==> src/rtl/decoder_pkg.sv <==
// Shared constants and types for the 3-to-8 decoder slice.
package decoder_pkg;

    localparam int unsigned SEL_W = 3;
    localparam int unsigned OUT_W = 1 << SEL_W;

    typedef logic [OUT_W-1:0] dec_vec_t;

    // Apply the output polarity: active-low outputs are the bitwise inverse.
    function automatic dec_vec_t apply_polarity(input dec_vec_t v, input bit active_low);
        return active_low ? ~v : v;
    endfunction

endpackage

==> src/rtl/onehot_dec.sv <==
// Combinational one-hot decoder: sets bit d_i when enabled, all-zero otherwise.
module onehot_dec
    import decoder_pkg::*;
(
    input  logic [SEL_W-1:0] d_i,
    input  logic             en_i,
    output dec_vec_t         vec_o
);

    // Every code 0..OUT_W-1 maps to exactly one bit; disabled yields no bit.
    always_comb begin
        vec_o = '0;
        if (en_i) begin
            vec_o[d_i] = 1'b1;
        end
    end

endmodule

==> src/rtl/decoder_3_to_8.sv <==
// 3-to-8 decoder with optional output register and selectable output polarity.
module decoder_3_to_8
    import decoder_pkg::*;
#(
    parameter bit OUT_REG    = 1'b1,
    parameter bit ACTIVE_LOW = 1'b0
) (
    input  logic             clk_i,
    input  logic             rst_ni,
    input  logic             en_i,
    input  logic [SEL_W-1:0] d_i,
    output logic [OUT_W-1:0] y_o,
    output logic             valid_o
);

    dec_vec_t dec_vec;
    dec_vec_t dec_out;
    logic     valid_out;

    onehot_dec u_onehot_dec (
        .d_i   (d_i),
        .en_i  (en_i),
        .vec_o (dec_vec)
    );

    generate
        if (OUT_REG) begin : g_reg
            dec_vec_t dec_d;
            dec_vec_t dec_q;
            logic     valid_d;
            logic     valid_q;

            // Next-state: capture the current decode and its enable.
            always_comb begin
                dec_d   = dec_vec;
                valid_d = en_i;
            end

            // Output register; reset clears it asynchronously.
            always_ff @(posedge clk_i or negedge rst_ni) begin
                if (!rst_ni) begin
                    dec_q   <= '0;
                    valid_q <= 1'b0;
                end else begin
                    dec_q   <= dec_d;
                    valid_q <= valid_d;
                end
            end

            // Registered stage drives the polarity logic.
            always_comb begin
                dec_out   = dec_q;
                valid_out = valid_q;
            end
        end else begin : g_comb
            // Pass-through path; reset gates outputs inactive without a clock.
            always_comb begin
                dec_out   = '0;
                valid_out = 1'b0;
                if (rst_ni) begin
                    dec_out   = dec_vec;
                    valid_out = en_i;
                end
            end
        end
    endgenerate

    // Polarity applies to y_o only; valid_o is always active-high.
    always_comb begin
        y_o     = apply_polarity(dec_out, ACTIVE_LOW);
        valid_o = valid_out;
    end

endmodule

==> config.mk <==
export PLATFORM = sky130hd
export DESIGN_NAME = decoder_3_to_8
export DESIGN_NICKNAME = d
export VERILOG_FILES = /design/src/rtl/decoder_pkg.sv /design/src/rtl/onehot_dec.sv /design/src/rtl/decoder_3_to_8.sv
export SDC_FILE = /design/constraint.sdc
export NUM_CORES = 1
export LEC_CHECK = 0
export ABC_AREA = 1
export CORE_AREA = 4 4 41 43
export CTS_CLUSTER_DIAMETER = 100
export DETAILED_ROUTE_END_ITERATION = 6
export DIE_AREA = 0 0 45 47
export HOLD_SLACK_MARGIN = 0.03
export MAX_ROUTING_LAYER = met4
export PLACE_DENSITY = 0.52
export SYNTH_ARGS = -nofsm -noshare
export SYNTH_HDL_FRONTEND = slang
export SYNTH_SLANG_ARGS = --single-unit
export TNS_END_PERCENT = 100
==> constraint.sdc <==
create_clock -name clk_i -period 1.1 [get_ports clk_i]
set_clock_uncertainty 0.05 [all_clocks]
set_input_delay 0.165 -clock clk_i [delete_from_list [all_inputs] [get_ports clk_i]]
set_output_delay 0.165 -clock clk_i [all_outputs]
set_load 0.02 [all_outputs]
==> results.toml, run 1 <==
[floorplanning]
die_w_microns = 45
die_height_microns = 47
coreArea_sq_um = 1300
rows = 13
dieArea_sq_um = 2120
io_pins = 15
initial_core_util_pct = 22.2

[place]
hpwl_microns = 441
place_congestion = 0.742
port_buffers = 14
dp_slack_ns = -0.0248

[pwr]
irDropWorstVdd_uv = 494
p_per_area_nw_per_um2 = 1500
cellLeakagePower_nw = 0.245

[cells_and_area]
fillerInstances = 146
drive_gt1_share_pct = 29.5
final_core_util_pct = 33.6
nNetsFinal = 51
synthToLayoutAreaGrowth_pct = 51.1
diodes = 0
multi_input_area_sq_um = 52.6
regArea_sq_um = 225

[timing]
finalHoldViolCount = 0
worst_slew_pin_slew_ns = 0.373
grt_setup_unrepaired = "no"
worst_slack_ns = 0.0368
max_clock_freq_mhz = 941
fin_crit_sh_pct = 96.7
final_max_slew_viol_count = 0
period_minus_slack_ns = 1.06
relSlewSlack_pct = 75.0
setup-tns-final_ns = 0
hold_slack_ns = 0.131
finalSetupViolations = 0

[clock_tree]
path_clk_slew_ns = 0.07
post-cts-setup-buffers = 0
ctsHoldBuffers = 0
numCtsBuffers = 3
cts_tree = "done"
cts_root_buffer = "clkbuf_4"
clockBufferDepth = 2
ctsResizeCount = 28
htreeDepth = 1
cts_sinks = 9

[global_routing]
grt_pass1_wl_microns = 821
grt_max_degree = 10
overflow = 0
grt_pass1_vias = 222
antenna_found_initial = 0
track_usage_pct = 6.11

[synthesis]
ys_warn_count = 0
yosysMostFrequentCell = "dfrtp_1"
synth_ff_type = "dfrtp_1"
seq_area_frac_synth_pct = 77.9
syn-instance-count = 26
syn-num-nets = 32
syn_avg_cell_area_sq_um = 11.1
ys_top_cells_by_area = "dfrtp_1 78%, nor2_1 10%, nand2_1 7.8%, inv_1 3.9%"
synthArstFlopShare_pct = 100
netlist_top_cells_count = "9 x dfrtp_1, 8 x nor2_1, 6 x nand2_1, 3 x inv_1"
ys_ff_latch = 9
synth_top_area_share_pct = 77.9
synth_cell_types = 4
syn-cell-area_sq_um = 289
yosysTopAreaCell = "dfrtp_1"
synth_edf_count = 0

[worst_setup_path]
slowest_stage = "dfrtp_1"
crit_fanout = 1
cp_data_required_time_ns = 0.88
crit_path_start_kind = "flop"
crit_family = "flip-flops"
worst-setup-path-type = "reg -> out"
crit_chain = "clkdlybuf4s15_2"
crit_buf_inv = 1
cp-end-kind = "output pin"
slowest_delay_ns = 0.35
arrival_ns = 0.85

[detailed_routing]
wire_per_inst_microns = 8.85
drt_iter0_drc = 4
drt_wl_total_microns = 522
firstDrtPassIters = 3
drt-vias-per-instance = 3.61
vias = 213
ant_nets = 0
drc = 0

[hold_path]
hp-class = "in -> async"

[flow_run]
cap_violations = 0

[outcome]
status = "finished clean"
==> registers in the layout, indices dropped and copies added, names as in the netlist <==
signal   count
valid_o      1
y_o          8
==> cells by family (layout without fill, tap and decap cells) <==
group | after synthesis | after routing | share of synthesized area [%]
simple gates | 14 | 14 | 18.2
flops | 9 | 9 | 77.9
buf+inv | 3 | 21 | 3.90
==> placed cells by master, fill, tap and decap left out, drive strengths merged <==
cell type / instances
dfrtp: 9
nor2: 8
buf: 8
nand2: 6
clkdlybuf4s50: 5
inv: 3
clkbuf: 3
clkinv: 1
clkdlybuf4s15: 1
==> final cells by class <==
class / count / share of cell area (%)
clock buffer: 3 / 5.16
clock inverter: 1 / 1.15
inverter: 3 / 2.58
multi-input combinational: 14 / 12.0
sequential: 9 / 51.6
tap: 15 / 4.30
timing repair buffer: 14 / 23.2
==> stage by stage <==
step / area, sq um / power [W] / instances
after CTS: 480 / 0.000671 / 59
after global routing: 437 / 0.000693 / 59
after detailed placement: 448 / 0.000423 / 55
after floorplan: 289 / 0.000375 / 26
after global placement: 448 / 0.000422 / 55
final: 437 / 0.000656 / 59
==> final timing paths <==
kind,start,slack (ns),cells after the start,to
setup / recovery,y_o[2],0.04,1,y_o[2]
hold / removal,rst_ni,0.13,1,y_o[6]
max in group asynchronous,rst_ni,0.59,1,y_o[2]
min in group clk_i,en_i,0.35,1,valid_o
==> per-layer routing <==
metal  wire length (microns)  global-route usage [%]
met2                     262                    8.47
met5                       0                       -
met1                     206                    5.87
met3                      54                    3.83
met4                       0                    5.26
==> where the power goes <==
part	total (W)	switching, W	internal, W
sequential	0.000342	0.00000169	0.000340
clock	0.000250	0.000116	0.000134
combinational	0.0000651	0.0000376	0.0000275
total	0.000656	0.000155	0.000501
(Power assumes the default switching activity.)
==> inputs of run 2 (changes only) <==
--- a/config.mk
+++ b/config.mk
@@ -5,14 +5,14 @@
 export SDC_FILE = /design/constraint.sdc
 export NUM_CORES = 1
 export LEC_CHECK = 0
-export ABC_AREA = 1
 export CORE_AREA = 4 4 41 43
 export CTS_CLUSTER_DIAMETER = 100
 export DETAILED_ROUTE_END_ITERATION = 6
 export DIE_AREA = 0 0 45 47
 export HOLD_SLACK_MARGIN = 0.03
 export MAX_ROUTING_LAYER = met4
-export PLACE_DENSITY = 0.52
+export PLACE_DENSITY = 0.55
+export SLEW_MARGIN = 15
 export SYNTH_ARGS = -nofsm -noshare
 export SYNTH_HDL_FRONTEND = slang
 export SYNTH_SLANG_ARGS = --single-unit
==> run 2 against run 1 <==
Utilization increased by 3.5 points. Combinational power increased by 12%. Die area unchanged. Area after synthesis increased by 11%. Synthesized cell count decreased by 35%. Critical path type unchanged. Non-clock buffer count increased by 1. Routed wire length increased by 11%. Sequential cell count unchanged. Clock power decreased by 3%. Count of clock-buffer cells in the layout increased by 1. Total power increased by 0.21%. Design area increased by 10%.
==> results.toml, run 2 <==
[clock_tree]
ctsHoldBuffers = 0
cts_root_buffer = "clkbuf_4"
path_clk_slew_ns = 0.06
htreeDepth = 1
cts_tree = "done"
cts_sinks = 9
clockBufferDepth = 2
numCtsBuffers = 3

[worst_setup_path]
arrival_ns = 0.85
slowest_delay_ns = 0.35
slowest_stage = "dfrtp_1"
cp_data_required_time_ns = 0.88
crit_buf_inv = 1
crit_fanout = 1
worst-setup-path-type = "reg -> out"
worstSetupStartpoint = "y_o[0]"
crit_family = "flip-flops"
cp-end-kind = "output pin"
crit_path_start_kind = "flop"
crit_chain = "clkdlybuf4s15_2"

[synthesis]
synth_top_family_by_area = "simple AND/OR/NAND/NOR gates"
seq_area_frac_synth_pct = 70.0
synth_ff_type = "dfrtp_1"
synth_xor_area_share_pct = 0
synthSimpleGateAreaFrac_pct = 30.0
synthArstFlopShare_pct = 100
netlist_top_cells_count = "9 x dfrtp_1, 3 x and4b_2, 3 x and4bb_2, 1 x and4_2, 1 x nor4b_2"
ys_warn_count = 0
syn-instance-count = 17
yosysTopAreaCell = "dfrtp_1"
yosysMostFrequentCell = "dfrtp_1"
syn-cell-area_sq_um = 322
synth_cell_types = 5
synthAdderAreaFrac_pct = 0
syn_avg_cell_area_sq_um = 18.9
synthMuxAreaShare_pct = 0
synth_compound_area_share_pct = 0
syn-num-nets = 23
synth_top_area_share_pct = 70.0
ys_ff_latch = 9
synth_edf_count = 0
ys_top_cells_by_area = "dfrtp_1 70%, and4bb_2 12%, and4b_2 11%, nor4b_2 4.7%, and4_2 3.1%"

[timing]
finalSetupViolations = 0
period_minus_slack_ns = 1.07
final_max_slew_viol_count = 0
worst_slew_pin_slew_ns = 0.386
fin_crit_sh_pct = 97.1
relSlewSlack_pct = 74.2
finalHoldViolCount = 0
max_clock_freq_mhz = 936
grt_setup_unrepaired = "no"

[cells_and_area]
regArea_sq_um = 225
layout.cells.non_filler = 51
layout_commonest_cell = "dfrtp_1"
fillerInstances = 130
synthToLayoutAreaGrowth_pct = 49.8
final_cell_mix = "9 x dfrtp_1, 7 x buf_2, 5 x clkdlybuf4s50_1"
diodes = 0
drive_gt1_share_pct = 58.3
multi_input_area_sq_um = 96.3
final_core_util_pct = 37.0
nNetsFinal = 43
largest_reg_flops = 8

[floorplanning]
die_w_microns = 45
coreArea_sq_um = 1300
dieArea_sq_um = 2120
io_pins = 15
rows = 13
initial_core_util_pct = 24.7
die_height_microns = 47

[detailed_routing]
ant_nets = 0
drc = 0
drt_wl_total_microns = 579
vias = 204
drt-vias-per-instance = 4.00
drt_iter0_drc = 1
wire_per_inst_microns = 11.4
firstDrtPassIters = 2

[hold_path]
hp-class = "in -> async"

[place]
port_buffers = 14
hpwl_microns = 438
dp_cells = 47
place_congestion = 0.741

[global_routing]
overflow = 0
grt_max_degree = 10
track_usage_pct = 6.84
grt_pass1_vias = 212
antenna_found_initial = 0
grt_pass1_wl_microns = 903

[outcome]
status = "finished clean"

[pwr]
irDropWorstVdd_uv = 384
p_per_area_nw_per_um2 = 1370
cellLeakagePower_nw = 0.238

[flow_run]
cap_violations = 0
## run 2: cell count changes after synthesis
cell      delta
nor2_1       -8
and4_2       +1
inv_1        -3
and4b_2      +3
and4bb_2     +3
nor4b_2      +1
nand2_1      -6
## run 2: repair_timing
item,in CTS,in global routing
gates resized for setup,27,7
setup buffers,0,0
setup endpoints to repair,9,7
## run 2: worst max path at each step
| stage | to | slack [ns] | depth (start not counted) |
|---|---|---|---|
| 3_5_place_dp | y_o[4] | -0.12 | 2 |
| 3_3_place_gp | y_o[1] | -0.07 | 2 |
| 6_report | y_o[0] | 0.03 | 1 |
| 4_1_cts | y_o[4] | 0.01 | 1 |
| 2_1_floorplan | valid_o | 0.47 | 0 |
| 5_1_grt | y_o[7] | 0.002 | 1 |
## run 2: stage by stage
stage	TNS (ns)	area, sq um	worst slack (ns)	hold slack [ns]	power, W
detailed placement	-0.801	488	-0.120	0.430	0.000430
finish	0	482	0.0318	0.149	0.000658
floorplan	0	322	0.469	-0.181	0.000373
global route	0	482	0.00176	0.187	0.000696
global placement	-0.487	488	-0.0706	0.428	0.000428
CTS	0	526	0.0135	0.153	0.000677
## run 2: kinds of logic (layout without fill, tap and decap cells)
| kind of cell | count (synthesis) | after routing |
|---|---|---|
| DFF | 9 | 9 |
| buffers and inverters | 0 | 19 |
| and+or+nand+nor | 8 | 8 |
## run 2: where the power goes
group | internal, W | switching [W]
Sequential | 0.000340 | 0.00000177
Clock | 0.000139 | 0.000104
Combinational | 0.0000354 | 0.0000375
Total | 0.000515 | 0.000143
## run 2: routing by layer
| layer | part of all wire, % | global-route usage [%] | vias up |
|---|---|---|---|
| met3 | 12 | 3.83 | 0 |
| met4 | 0 | 7.02 | 0 |
| met5 | 0 | - | - |
| li1 | - | - | 105 |
| met2 | 44 | 8.19 | 11 |
| met1 | 44 | 7.49 | 88 |
## run 2: area by class of cell
| class | instances | share of cell area (%) |
|---|---|---|
| repair buffers | 15 | 23.9 |
| multi-input cells | 8 | 20.0 |
| well taps | 15 | 3.90 |
| clock buffers | 4 | 5.45 |
| flip-flops and latches | 9 | 46.8 |
==> inputs of run 3 (changes only) <==
--- a/config.mk
+++ b/config.mk
@@ -6,10 +6,8 @@
 export NUM_CORES = 1
 export LEC_CHECK = 0
 export CORE_AREA = 4 4 41 43
-export CTS_CLUSTER_DIAMETER = 100
 export DETAILED_ROUTE_END_ITERATION = 6
 export DIE_AREA = 0 0 45 47
-export HOLD_SLACK_MARGIN = 0.03
 export MAX_ROUTING_LAYER = met4
 export PLACE_DENSITY = 0.55
 export SLEW_MARGIN = 15
==> results of run 3 <==
Same layout as run 2: the final DEF is identical, and so are final timing and power.
